$ cat src/rtl/fp_exp_adjust_pipe.sv
// Two-stage exponent path for the FP multiplier: biased add, bias removal,
// leading-one normalisation and overflow/underflow/zero classification.
module fp_exp_adjust_pipe #(
  parameter int EXP_W = 8,
  parameter int MAN_W = 23,
  parameter int BIAS  = 127,
  parameter int POS_W = 6
) (
  input  logic             clk,
  input  logic             rst,
  input  logic             in_valid,
  output logic             in_ready,
  input  logic [EXP_W-1:0] exp_a,
  input  logic [EXP_W-1:0] exp_b,
  input  logic [POS_W-1:0] lead_pos,
  output logic             out_valid,
  input  logic             out_ready,
  output logic [EXP_W-1:0] out_exp,
  output logic             out_ovf,
  output logic             out_unf,
  output logic             out_zero
);

  localparam int PROD_W = 2 * (MAN_W + 1);
  localparam int SW     = EXP_W + 3;
  localparam int EW     = ((SW > POS_W + 1) ? SW : POS_W + 1) + 1;

  localparam logic signed [EW-1:0] EMAX  = EW'((1 << EXP_W) - 1);
  localparam logic signed [EW-1:0] NORM  = EW'(PROD_W - 2);
  localparam logic signed [SW-1:0] BIASS = SW'(BIAS);

  logic                    s1_valid;
  logic                    s1_zero;
  logic signed [SW-1:0]    s1_sum;
  logic        [POS_W-1:0] s1_lead;

  logic                    s2_load;
  logic signed [SW-1:0]    a_ext, b_ext, sum_next;
  logic                    zero_next;
  logic signed [EW-1:0]    e;
  logic signed [EW-1:0]    lead_ext;
  logic        [EXP_W-1:0] e_exp;
  logic                    e_ovf, e_unf;

  assign s2_load  = !out_valid || out_ready;
  assign in_ready = !s1_valid || s2_load;

  always_comb begin
    a_ext     = SW'(exp_a);
    b_ext     = SW'(exp_b);
    sum_next  = a_ext + b_ext - BIASS;
    zero_next = (exp_a == '0) || (exp_b == '0) || (lead_pos == '0);
  end

  // Sign-extend the stage-1 sum before normalising so negative results compare correctly.
  always_comb begin
    lead_ext = EW'(s1_lead);
    e        = EW'(s1_sum) + lead_ext - NORM;
    e_exp    = e[EXP_W-1:0];
    e_ovf    = 1'b0;
    e_unf    = 1'b0;
    if (e >= EMAX) begin
      e_ovf = 1'b1;
      e_exp = '1;
    end else if (e[EW-1] || (e == '0)) begin
      e_unf = 1'b1;
      e_exp = '0;
    end
  end

  always_ff @(posedge clk or posedge rst) begin
    if (rst) begin
      s1_valid  <= 1'b0;
      s1_zero   <= 1'b0;
      s1_sum    <= '0;
      s1_lead   <= '0;
      out_valid <= 1'b0;
      out_exp   <= '0;
      out_ovf   <= 1'b0;
      out_unf   <= 1'b0;
      out_zero  <= 1'b0;
    end else begin
      if (s2_load) begin
        out_valid <= s1_valid;
        if (s1_valid) begin
          if (s1_zero) begin
            out_exp  <= '0;
            out_ovf  <= 1'b0;
            out_unf  <= 1'b0;
            out_zero <= 1'b1;
          end else begin
            out_exp  <= e_exp;
            out_ovf  <= e_ovf;
            out_unf  <= e_unf;
            out_zero <= 1'b0;
          end
        end
      end
      if (in_ready) begin
        s1_valid <= in_valid;
        if (in_valid) begin
          s1_sum  <= sum_next;
          s1_zero <= zero_next;
          s1_lead <= lead_pos;
        end
      end
    end
  end

endmodule

$ cat config.mk
export PLATFORM = sky130hd
export DESIGN_NAME = fp_exp_adjust_pipe
export DESIGN_NICKNAME = d
export VERILOG_FILES = /design/src/rtl/fp_exp_adjust_pipe.sv
export SDC_FILE = /design/constraint.sdc
export NUM_CORES = 1
export LEC_CHECK = 0
export ABC_AREA = 0
export CAP_MARGIN = 20
export CELL_PAD_IN_SITES_DETAIL_PLACEMENT = 1
export CELL_PAD_IN_SITES_GLOBAL_PLACEMENT = 1
export CORE_ASPECT_RATIO = 1.1
export CORE_MARGIN = 3
export CORE_UTILIZATION = 44
export DETAILED_ROUTE_END_ITERATION = 16
export PLACE_DENSITY = 0.82
export SLEW_MARGIN = 10
export SYNTH_ARGS = -nofsm -noshare
export SYNTH_HDL_FRONTEND = slang
export SYNTH_SLANG_ARGS = --single-unit
$ cat constraint.sdc
create_clock -name clk -period 7 [get_ports clk]
set_clock_uncertainty 0.05 [all_clocks]
set_input_delay 1.4 -clock clk [delete_from_list [all_inputs] [get_ports clk]]
set_output_delay 1.4 -clock clk [all_outputs]
set_load 0.05 [all_outputs]
# == Word level (Yosys, flattened, before mapping) ==
# Index checks and enable logic that the tools add are counted.
# totals
inputBits,26
reg_bits,30
# op_classes
n_addsub,4
magnitude_cmp,1
reduce_logical,13
n_mux,9
# ops
op,count
8-bit 2-to-1 mux,3
8-bit logical NOT,2
"12-bit by 9-bit >= comparator with 1-bit output, second input constant",1
12-bit logical NOT,1
"12-bit by 7-bit subtractor with 12-bit output, second input constant",1
10-bit by 7-bit adder with 11-bit output,1
"9-bit by 7-bit subtractor with 10-bit output, second input constant",1
8-bit by 8-bit adder with 9-bit output,1
6-bit logical NOT,1
1-bit 2-to-1 mux,6
1-bit logical OR,5
2-bit AND reduction,2
1-bit logical NOT,2

# == Depth between registers and ports, before layout ==
# Gate-level depths: netlist of the first run.
# logic_depth
word_depth,7
mapped_depth,13
ltp_nobuf,12

# == Worst setup path before layout of the first run ==
# No wires, ideal clock.
# synth_timing
kind,input to output
start,in out_ready
end,out in_ready
path_buffers,0
slack_ps,3661
arrival_ps,1889
cell_stages,1
path_cell_list,nand3b_1
# synth_between
elab_chain_len,2
# synth_lines
element,line,source
from (decl),17,"input logic out_ready,"
1-bit logical OR,45,assign s2_load = !out_valid || out_ready;
1-bit logical OR,46,assign in_ready = !s1_valid || s2_load;
to (decl),12,"output logic in_ready,"
# Every way passes these cells.

# == Worst setup path in the final report of the first run ==
# Same ends and word-level chain as after synthesis.

==> results_dict.tcl, run 1 <==
set metrics [dict create \
    status "completed" \
    min-delay-path-class "reg2reg" \
    dieHeight_um 79.9 \
    place_area_sq_mm 0.00263 \
    ys_top_cells_by_area "dfrtp_1, ha_1, xnor2_1, mux2_2, o21ai_0" \
    layout.core_utilization 0.582 \
    normalized_max_slew_margin 0.460 \
    synthesis.nets 269 \
    startpoint_of_the_lowest_slack_register_to_register_path "s1_sum[0]" \
    grt_pass1_wl_um 8210 \
    ant_nets 0 \
    clkSlewWorstSetupHoldPaths_ns 0.06 \
    unrepaired_setup_endpoints_after_global_routing "false" \
    fmaxAchievable_ghz 0.232 \
    swShare 0.428 \
    post_cts_resized 0 \
    non_filler_instance_count_after_layout 315 \
    synth.top_cells.by_count "dfrtp_1, ha_1, nand2_1" \
    ff_to_ff_end "out_exp[6]" \
    postSynthCellCount 219 \
    cap_violations 0 \
    ys_ff_latch 30 \
    finalWorstPathRequiredPeriod_ns 4.31 \
    clock_latency_ns 0.28 \
    number_of_cells_traversed_by_the_worst_hold_path 1 \
    grt_antenna_before_repair 0 \
    seq_power_share 0.241 \
    fin_setup_tns_ns 0 \
    routed-via-count 1759 \
    postSynth.topFlopCell "dfrtp_1" \
    power_frac_clock 0.163 \
    synth_largest_area_cell "dfrtp_1" \
    async_set_reset_flop_share_out_of_synthesis 1.00 \
    max_fanout_on_critical_path 3 \
    synth-warning-count 0 \
    area_delta_synth_final_pct 25.5 \
    maximum_number_of_buffers_from_clock_root_to_sink 2 \
    grt_pass1_vias 1909 \
    int_power_w 0.000611 \
    gp_routability_congestion 0.694 \
    yosys.cell_count.top_type "dfrtp_1" \
    nets 309 \
    cts_post_setup_buffers_inserted 0 \
    die_w_um 73.2 \
    setup.worst_path.start "out_ready" \
    dpl_hpwl_um 3900 \
    post_route_cells_drive_above_1_share 0.104 \
    detailed_routing_iterations_pass_1 4 \
    tritoncts_num_sinks 30 \
    globalRoute.totalOverflow 0 \
    drt_drc_violations_left 0 \
    placement_rows 26 \
    cts-hold-fix-buffers 0 \
    finalHoldViolCount 0 \
    power_per_cell_area_mw_per_mm2 390 \
    ctsHtreeMaxLevel 2 \
    top_level_pins 39 \
    layout.cell_area.non_filler_sq_mm 0.00274 \
    initial_core_util 0.464 \
    pwr-share-comb 0.596 \
    worst_setup_path_start_kind "input port" \
    syn_area_per_cell_sq_um 9.99 \
    crit_type "in2out" \
    period_share 0.616 \
    synth_area_sq_mm 0.00219 \
    irDropWorstVdd_mv 0.115 \
    synth_enable_flop_cells 0 \
    tritoncts "done" \
    cp-end-kind "output pin" \
    r2r_setup_slack_ns 3.67 \
    setup_violations 0 \
    ys_seq_area_frac 0.343 \
    detail_route.vias_per_cell 5.58 \
    pin_count_of_the_biggest_net_entering_global_routing 27 \
    synth.distinct_cells 53 \
    slew_violations 0 \
    rr_worst_depth 11 \
    grt_use_total 0.180 \
    finalHoldWorstSlack_ns 0.431 \
    ctsRootBufferMaster "clkbuf_8" \
    insertedDiodeCount 0 \
    timing.critical_path.arrival_ns 2.86 \
    detail_route.wirelength_um 4680 \
    leakage_nw 1.20 \
    dieArea_sq_mm 0.00585 \
    core_area_sq_mm 0.00472 \
    synth_top_area_share 0.343 \
    tritoncts.num_buffers 5 \
    cp_data_required_time_ns 5.55 \
    dp.cells 308 \
    worst_pin_slew_ns 0.808 \
    placement.io_buffers 38 \
    timing.critical_path.to "in_ready" \
    drt-initial-drc-count 57 \
    drt-wirelength-per-cell_um 14.8 \
    switchingPower_w 0.000457 \
]
==> worst min path at each step <==
stage,start,end,slack (ns)
final,out_ovf,out_ovf,0.43
after global routing,out_ovf,out_ovf,0.45
after CTS,out_ovf,out_ovf,0.44
after detailed placement,out_ovf,out_ovf,0.43
after global placement,out_ovf,out_ovf,0.42
after floorplan,s1_sum[0],s1_sum[0],0.41
==> worst max-delay path, cell delays in order <==
cell and delay, ns:
clkdlybuf4s50_1 0.47, nand3b_1 0.16, clkdlybuf4s50_1 0.82
==> state kept, by name (all words and copies together), names as in the netlist <==
name	count
s1_lead	6
out_exp	8
out_unf	1
out_ovf	1
s1_sum	10
s1_zero	1
out_valid	1
out_zero	1
s1_valid	1
==> metal layers <==
metal	routed length [um]	part of all wire	GRT usage
met4	72	0.015	0.0720
met2	2490	0.53	0.338
met1	1950	0.42	0.192
met3	158	0.034	0.0340
met5	0	0	0
==> metrics by stage <==
stage | setup WS [ns] | power, W
floorplan | 3.66 | 0.000747
global placement | 2.72 | 0.000881
detailed placement | 2.69 | 0.000902
CTS | 2.69 | 0.00108
global route | 2.62 | 0.00115
finish | 2.69 | 0.00107
==> cell type report <==
cell class                      count  area (sq um)
Sequential cell                    30           751
Timing Repair Buffer               39           408
Clock inverter                      1          30.0
Tap cell                           56          70.1
Inverter                           16          60.1
Clock buffer                        6          82.6
Fill cell                         514          1970
Multi-Input combinational cell    167          1340
==> cell families after synthesis <==
logic type | after synthesis | synth area share
simple gates | 56 | 0.143
fa+ha+maj | 24 | 0.144
xor+xnor | 18 | 0.0721
mux | 10 | 0.0509
compound gates | 59 | 0.204
buf+inv | 22 | 0.0429
flops | 30 | 0.343
==> power groups by stage <==
stage | combinational (W) | sequential [W] | clock [W]
2_1_floorplan | 0.000390 | 0.000357 | 0
3_3_place_gp | 0.000622 | 0.000259 | 0
3_5_place_dp | 0.000640 | 0.000261 | 0
4_1_cts | 0.000643 | 0.000258 | 0.000180
5_1_grt | 0.000702 | 0.000265 | 0.000187
6_report | 0.000637 | 0.000257 | 0.000174
==> placed cells by master, fill, tap and decap left out, types with 2 or more instances in the layout <==
cell              n
a21o_1            3
a21oi_1           9
a221o_1           7
and3_1            3
clkbuf_8          6
clkdlybuf4s50_1  38
dfrtp_1          30
fa_1              2
ha_1             22
inv_1            16
mux2_2            9
nand2_1          17
nand2b_1          5
nand3b_1          3
nor2_1            6
nor2b_1           2
nor3_1            3
nor3b_1           3
nor4_1            5
o21ai_0          16
o21bai_1          4
or4_4             2
xnor2_1          12
xor2_1            6
Power figures use the tool's default switching activity.
==> inputs of run 2 (changes only) <==
--- a/config.mk
+++ b/config.mk
@@ -11,9 +11,9 @@
 export CELL_PAD_IN_SITES_GLOBAL_PLACEMENT = 1
 export CORE_ASPECT_RATIO = 1.1
 export CORE_MARGIN = 3
-export CORE_UTILIZATION = 44
+export CORE_UTILIZATION = 41
 export DETAILED_ROUTE_END_ITERATION = 16
-export PLACE_DENSITY = 0.82
+export PLACE_DENSITY = 0.76
 export SLEW_MARGIN = 10
 export SYNTH_ARGS = -nofsm -noshare
 export SYNTH_HDL_FRONTEND = slang
==> constraint.sdc (replaced) <==
create_clock -name clk -period 4.3 [get_ports clk]
set_clock_uncertainty 0.05 [all_clocks]
set_input_delay 0.86 -clock clk [delete_from_list [all_inputs] [get_ports clk]]
set_output_delay 0.86 -clock clk [all_outputs]
set_load 0.05 [all_outputs]
==> run 2 against run 1 <==
Against the previous run: global-route usage decreased by 0.72 points; design area decreased by 0.55%; sequential share of layout area increased by 0.15 points; non-clock buffer count stayed put; sequential power is 63% higher.
==> results_dict.tcl, run 2 (synthesis gave the netlist of run 1 again) <==
set metrics [dict create \
    insertedDiodeCount 0 \
    max_fanout_on_critical_path 9 \
    dieHeight_um 82.6 \
    drt-wirelength-per-cell_um 14.7 \
    timing.critical_path.arrival_ns 3.45 \
    tritoncts_num_sinks 30 \
    maximum_number_of_buffers_from_clock_root_to_sink 2 \
    finalWorstPathRequiredPeriod_ns 3.33 \
    status "completed" \
    pin_count_of_the_biggest_net_entering_global_routing 27 \
    layout_commonest_cell "clkdlybuf4s50_1" \
    grt_pass1_vias 1820 \
    cp_data_required_time_ns 4.41 \
    cts_post_setup_buffers_inserted 0 \
    drt_drc_violations_left 0 \
    detail_route.wirelength_um 4670 \
    slew_violations 0 \
    normalized_max_slew_margin 0.461 \
    ctsRootBufferMaster "clkbuf_8" \
    clock_latency_ns 0.28 \
    reg.largest.list "s1_sum (10), out_exp (8), s1_lead (6)" \
    worst_pin_slew_ns 0.807 \
    setup_violations 0 \
    fmaxAchievable_ghz 0.300 \
    placement_rows 27 \
    detail_route.vias_per_cell 5.53 \
    detailed_routing_iterations_pass_1 4 \
    top_level_pins 39 \
    unrepaired_setup_endpoints_after_global_routing "false" \
    power_per_cell_area_mw_per_mm2 620 \
    drt-initial-drc-count 62 \
    timing.critical_path.cells "ha_1 -> inv_1 -> fa_1 -> nor2b_1 -> o221a_2 -> a21oi_1 -> xnor2_1 -> or4_4 -> o211a_1 -> a21boi_4 -> a221o_1" \
    post_route_cells_drive_above_1_share 0.108 \
    crit_slowest_cell "or4_4" \
    initial_core_util 0.432 \
    cp-end-kind "flop" \
    final_cell_mix "clkdlybuf4s50_1, dfrtp_1, ha_1" \
    cap_violations 0 \
    grt_use_total 0.173 \
    ctsHtreeMaxLevel 2 \
    nets 309 \
    max_stage_delay_ns 0.53 \
    cts-hold-fix-buffers 0 \
    largest_register "s1_sum" \
    dp.cells 310 \
    crit_type "reg2reg" \
    worst_setup_path_start_kind "flop" \
    period_share 0.776 \
    die_w_um 75.6 \
    ant_nets 0 \
    routed-via-count 1757 \
    placement.io_buffers 38 \
    gp_routability_congestion 0.723 \
    clkSlewWorstSetupHoldPaths_ns 0.07 \
    grt_pass1_wl_um 8200 \
    non_filler_instance_count_after_layout 318 \
    area_delta_synth_final_pct 24.8 \
    largest_reg_flops 10 \
    finalHoldViolCount 0 \
    post_layout_total_power_w 0.00169 \
    grt_antenna_before_repair 0 \
    leakage_nw 1.19 \
    dpl_hpwl_um 4000 \
    tritoncts "done" \
    irDropWorstVdd_mv 0.234 \
    tritoncts.num_buffers 5 \
    post_cts_resized 0 \
    fill_cells 572 \
    core_area_sq_mm 0.00507 \
    fin_setup_tns_ns 0 \
    globalRoute.totalOverflow 0 \
    dieArea_sq_mm 0.00625 \
    min-delay-path-class "reg2reg" \
]
## run 2: cell types whose count changed in the layout (fill, tap and decap cells not counted)
cell	delta
bufinv_16	-1
clkinv_2	+1
clkinvlp_4	+1
## run 2: metrics by stage
stage,worst slack [ns],hold slack (ns),cell area (sq um),util
final,0.965,0.433,2730,0.539
after global routing,0.585,0.443,2730,0.539
after CTS,0.951,0.437,2730,0.539
after detailed placement,0.882,0.421,2630,0.520
after global placement,0.932,0.418,2610,0.514
after floorplan,1.21,0.406,2190,-
## run 2: path summary, 6_finish.rpt
check,slack (ns),depth (start not counted),start,end
max,0.97,11,s1_sum[0],out_exp[5]
min,0.43,1,out_ovf,out_ovf
max reg2reg,0.97,11,s1_sum[0],out_exp[5]
min reg2reg,0.43,1,out_ovf,out_ovf
max in group asynchronous,2.87,3,rst,s1_sum[8]
min in group asynchronous,0.86,2,rst,out_zero
## run 2: worst max-delay path, delay by kind of cell (launching register included)
kind | cells | cell delay (ns)
AOI/OAI and AO/OA | 5 | 1.14
DFF | 1 | 0.36
buffers and inverters | 1 | 0.07
adders and majority gates | 2 | 0.64
and+or+nand+nor | 2 | 0.71
xor gates and xnor gates | 1 | 0.23
## run 2: cell type report
type	instances	area (sq um)	area share
Clock buffer	6	82.6	0.0303
Clock inverter	2	12.5	0.00459
Inverter	16	60.1	0.0220
Multi-Input combinational cell	167	1340	0.492
Sequential cell	30	751	0.275
Tap cell	58	72.6	0.0266
Timing Repair Buffer	39	408	0.149
## run 2: metal layers
layer	part of all wire	track usage	wire, um
met1	0.42	0.192	1990
met2	0.53	0.315	2450
met3	0.031	0.0339	143
met4	0.019	0.0717	87
met5	0	0	0
## run 2: power breakdown
group / switching (W) / internal [W]
combinational: 0.000591 / 0.000446
sequential: 0.0000531 / 0.000365
clock: 0.000109 / 0.000128
==> inputs of run 3 (changes only) <==
==> constraint.sdc (replaced) <==
create_clock -name clk -period 3.3 [get_ports clk]
set_clock_uncertainty 0.05 [all_clocks]
set_input_delay 0.66 -clock clk [delete_from_list [all_inputs] [get_ports clk]]
set_output_delay 0.66 -clock clk [all_outputs]
set_load 0.05 [all_outputs]
==> run 3 against run 2 <==
Against the previous run: core utilization is 1.8 points higher; design area increased by 3.3%; critical endpoint is now out_exp[6]; maximum frequency increased by 5.4%; global-route usage decreased by 0.053 points; largest cell class unchanged; sequential share of layout area shrank 0.89 points; sequential cell count unchanged; combinational power grew 42%.
==> results_dict.tcl, run 3 (synthesis gave the netlist of run 1 again) <==
set metrics [dict create \
    drt_drc_violations_left 0 \
    multiInputGateArea_sq_mm 0.00138 \
    tritoncts "done" \
    r2r_setup_slack_ns 0.14 \
    detail_route.vias_per_cell 5.44 \
    largest_register "s1_sum" \
    clock_latency_ns 0.28 \
    routed-via-count 1764 \
    grt.met3_usage 0.0400 \
    min-delay-path-class "reg2reg" \
    startpoint_of_the_lowest_slack_register_to_register_path "s1_sum[4]" \
    placement.setup.worst_slack_ns 0.0644 \
    setup_violations 0 \
    worst_setup_path_start_kind "flop" \
    post-route-worst-setup-slack_ns 0.138 \
    nets 316 \
    top_level_pins 39 \
    power_per_cell_area_mw_per_mm2 852 \
    timing.critical_path.arrival_ns 3.28 \
    dp.cells 316 \
    reg.largest.list "s1_sum (10), out_exp (8), s1_lead (6)" \
    finalWorstPathRequiredPeriod_ns 3.16 \
    leakage_nw 1.22 \
    ant_nets 0 \
    timing.critical_path.to "out_exp[6]" \
    tritoncts.num_buffers 5 \
    crit_slowest_cell "or4_4" \
    ctsHtreeMaxLevel 2 \
    cp-end-kind "flop" \
    pin_count_of_the_biggest_net_entering_global_routing 31 \
    layout_commonest_cell "clkdlybuf4s50_1" \
    grt_antenna_before_repair 0 \
    detailed_routing_iterations_pass_1 4 \
    dieArea_sq_mm 0.00625 \
    dpl_hpwl_um 4020 \
    placement.io_buffers 38 \
    normalized_max_slew_margin 0.456 \
    grt_use_total 0.172 \
    grt_pass1_vias 1879 \
    gp_routability_congestion 0.727 \
    ff_to_ff_end "out_exp[6]" \
    rr_worst_depth 8 \
    timing.critical_path.cells "ha_2 -> o211ai_2 -> o2111a_1 -> or4_4 -> or4_4 -> o211a_4 -> buf_4 -> a221o_1" \
    final_cell_mix "clkdlybuf4s50_1, dfrtp_1, ha_1" \
    non_filler_instance_count_after_layout 324 \
    status "completed" \
    die_w_um 75.6 \
    insertedDiodeCount 0 \
    irDropWorstVdd_mv 0.295 \
    fmaxAchievable_ghz 0.316 \
    grt_pass1_wl_um 8180 \
    slew_violations 0 \
    area_delta_synth_final_pct 28.9 \
    gr-max-usage-layer "met2" \
    globalRoute.totalOverflow 0 \
    worst_pin_slew_ns 0.814 \
    fill_cells 582 \
    globalRouteMet2Util 0.340 \
    drt-wirelength-per-cell_um 15.2 \
    critical-path-top-cell-by-count "or4_4" \
    detail_route.wirelength_um 4940 \
    maximum_number_of_buffers_from_clock_root_to_sink 2 \
    tritoncts_num_sinks 30 \
    seqCellArea_sq_um 751 \
    placement_rows 27 \
    largest_reg_flops 10 \
    core_area_sq_mm 0.00507 \
    initial_core_util 0.432 \
    cp_data_required_time_ns 3.42 \
    max_fanout_on_critical_path 7 \
    cts-hold-fix-buffers 0 \
    cap_violations 0 \
    dieHeight_um 82.6 \
    max_stage_delay_ns 0.56 \
    ctsRootBufferMaster "clkbuf_8" \
    finalHoldViolCount 0 \
    setup.worst_path.start "s1_sum[4]" \
    use_met1 0.174 \
    clkSlewWorstSetupHoldPaths_ns 0.06 \
    crit_type "reg2reg" \
    number_of_cells_traversed_by_the_worst_hold_path 1 \
    post_route_cells_drive_above_1_share 0.158 \
    period_share 0.958 \
    drt-initial-drc-count 49 \
]
## run 3: changes by cell type in the layout (fill, tap and decap cells not counted), sizes merged
| cell | previous run | this run |
|---|---|---|
| clkinvlp | 1 | 0 |
| buf | 1 | 8 |
| clkinv | 1 | 0 |
| bufinv | 0 | 1 |
## run 3: worst min-delay path by stage
stage / startpoint / endpoint / slack, ns
floorplan: s1_sum[0] / s1_sum[0] / 0.41
global placement: out_ovf / out_ovf / 0.42
detailed placement: out_ovf / out_ovf / 0.42
CTS: out_ovf / out_ovf / 0.44
global route: out_ovf / out_ovf / 0.45
finish: out_ovf / out_ovf / 0.43
## run 3: final cells by class
| class | instances | share of cell area |
|---|---|---|
| Multi-Input combinational cell | 167 | 0.491 |
| Sequential cell | 30 | 0.266 |
| Timing Repair Buffer | 46 | 0.156 |
| Clock buffer | 6 | 0.0293 |
| Tap cell | 58 | 0.0257 |
| Inverter | 16 | 0.0213 |
| Clock inverter | 1 | 0.0106 |
## run 3: repair_timing
action                                  in CTS  in global routing
endpoints found under the hold margin        0                  0
resized for setup                            0                  8
buffers inserted                             0                  1
endpoints found under the setup margin       0                  8
## run 3: power breakdown
group	total [W]	leakage [nW]	internal, W	switching, W
Sequential	0.000550	0.362	0.000476	0.0000737
Clock	0.000375	0.0573	0.000241	0.000134
Combinational	0.00148	0.801	0.000669	0.000810
## run 3: layer usage
layer / up-vias / share of wire
li1: 890 / -
met1: 833 / 0.42
met2: 35 / 0.54
met3: 6 / 0.033
met4: 0 / 0.014
met5: - / 0
## run 3: critical path: cells and delay by family, from the launching register on
kind / cells / cell delay (ns)
adders and majority gates: 1 / 0.40
and+or+nand+nor: 2 / 1.08
AOI/OAI and AO/OA: 4 / 0.96
DFF: 1 / 0.39
buffers and inverters: 1 / 0.16
## run 3: through the flow
| step | total power (W) | setup TNS (ns) | util | hold WS (ns) | instance area [sq um] |
|---|---|---|---|---|---|
| finish | 0.00240 | 0 | 0.557 | 0.432 | 2820 |
| global placement | 0.00195 | 0 | 0.525 | 0.417 | 2660 |
| detailed placement | 0.00198 | 0 | 0.525 | 0.422 | 2660 |
| global route | 0.00260 | -0.00928 | 0.557 | 0.447 | 2820 |
| CTS | 0.00237 | 0 | 0.547 | 0.437 | 2770 |
| floorplan | 0.00159 | 0 | - | 0.406 | 2190 |
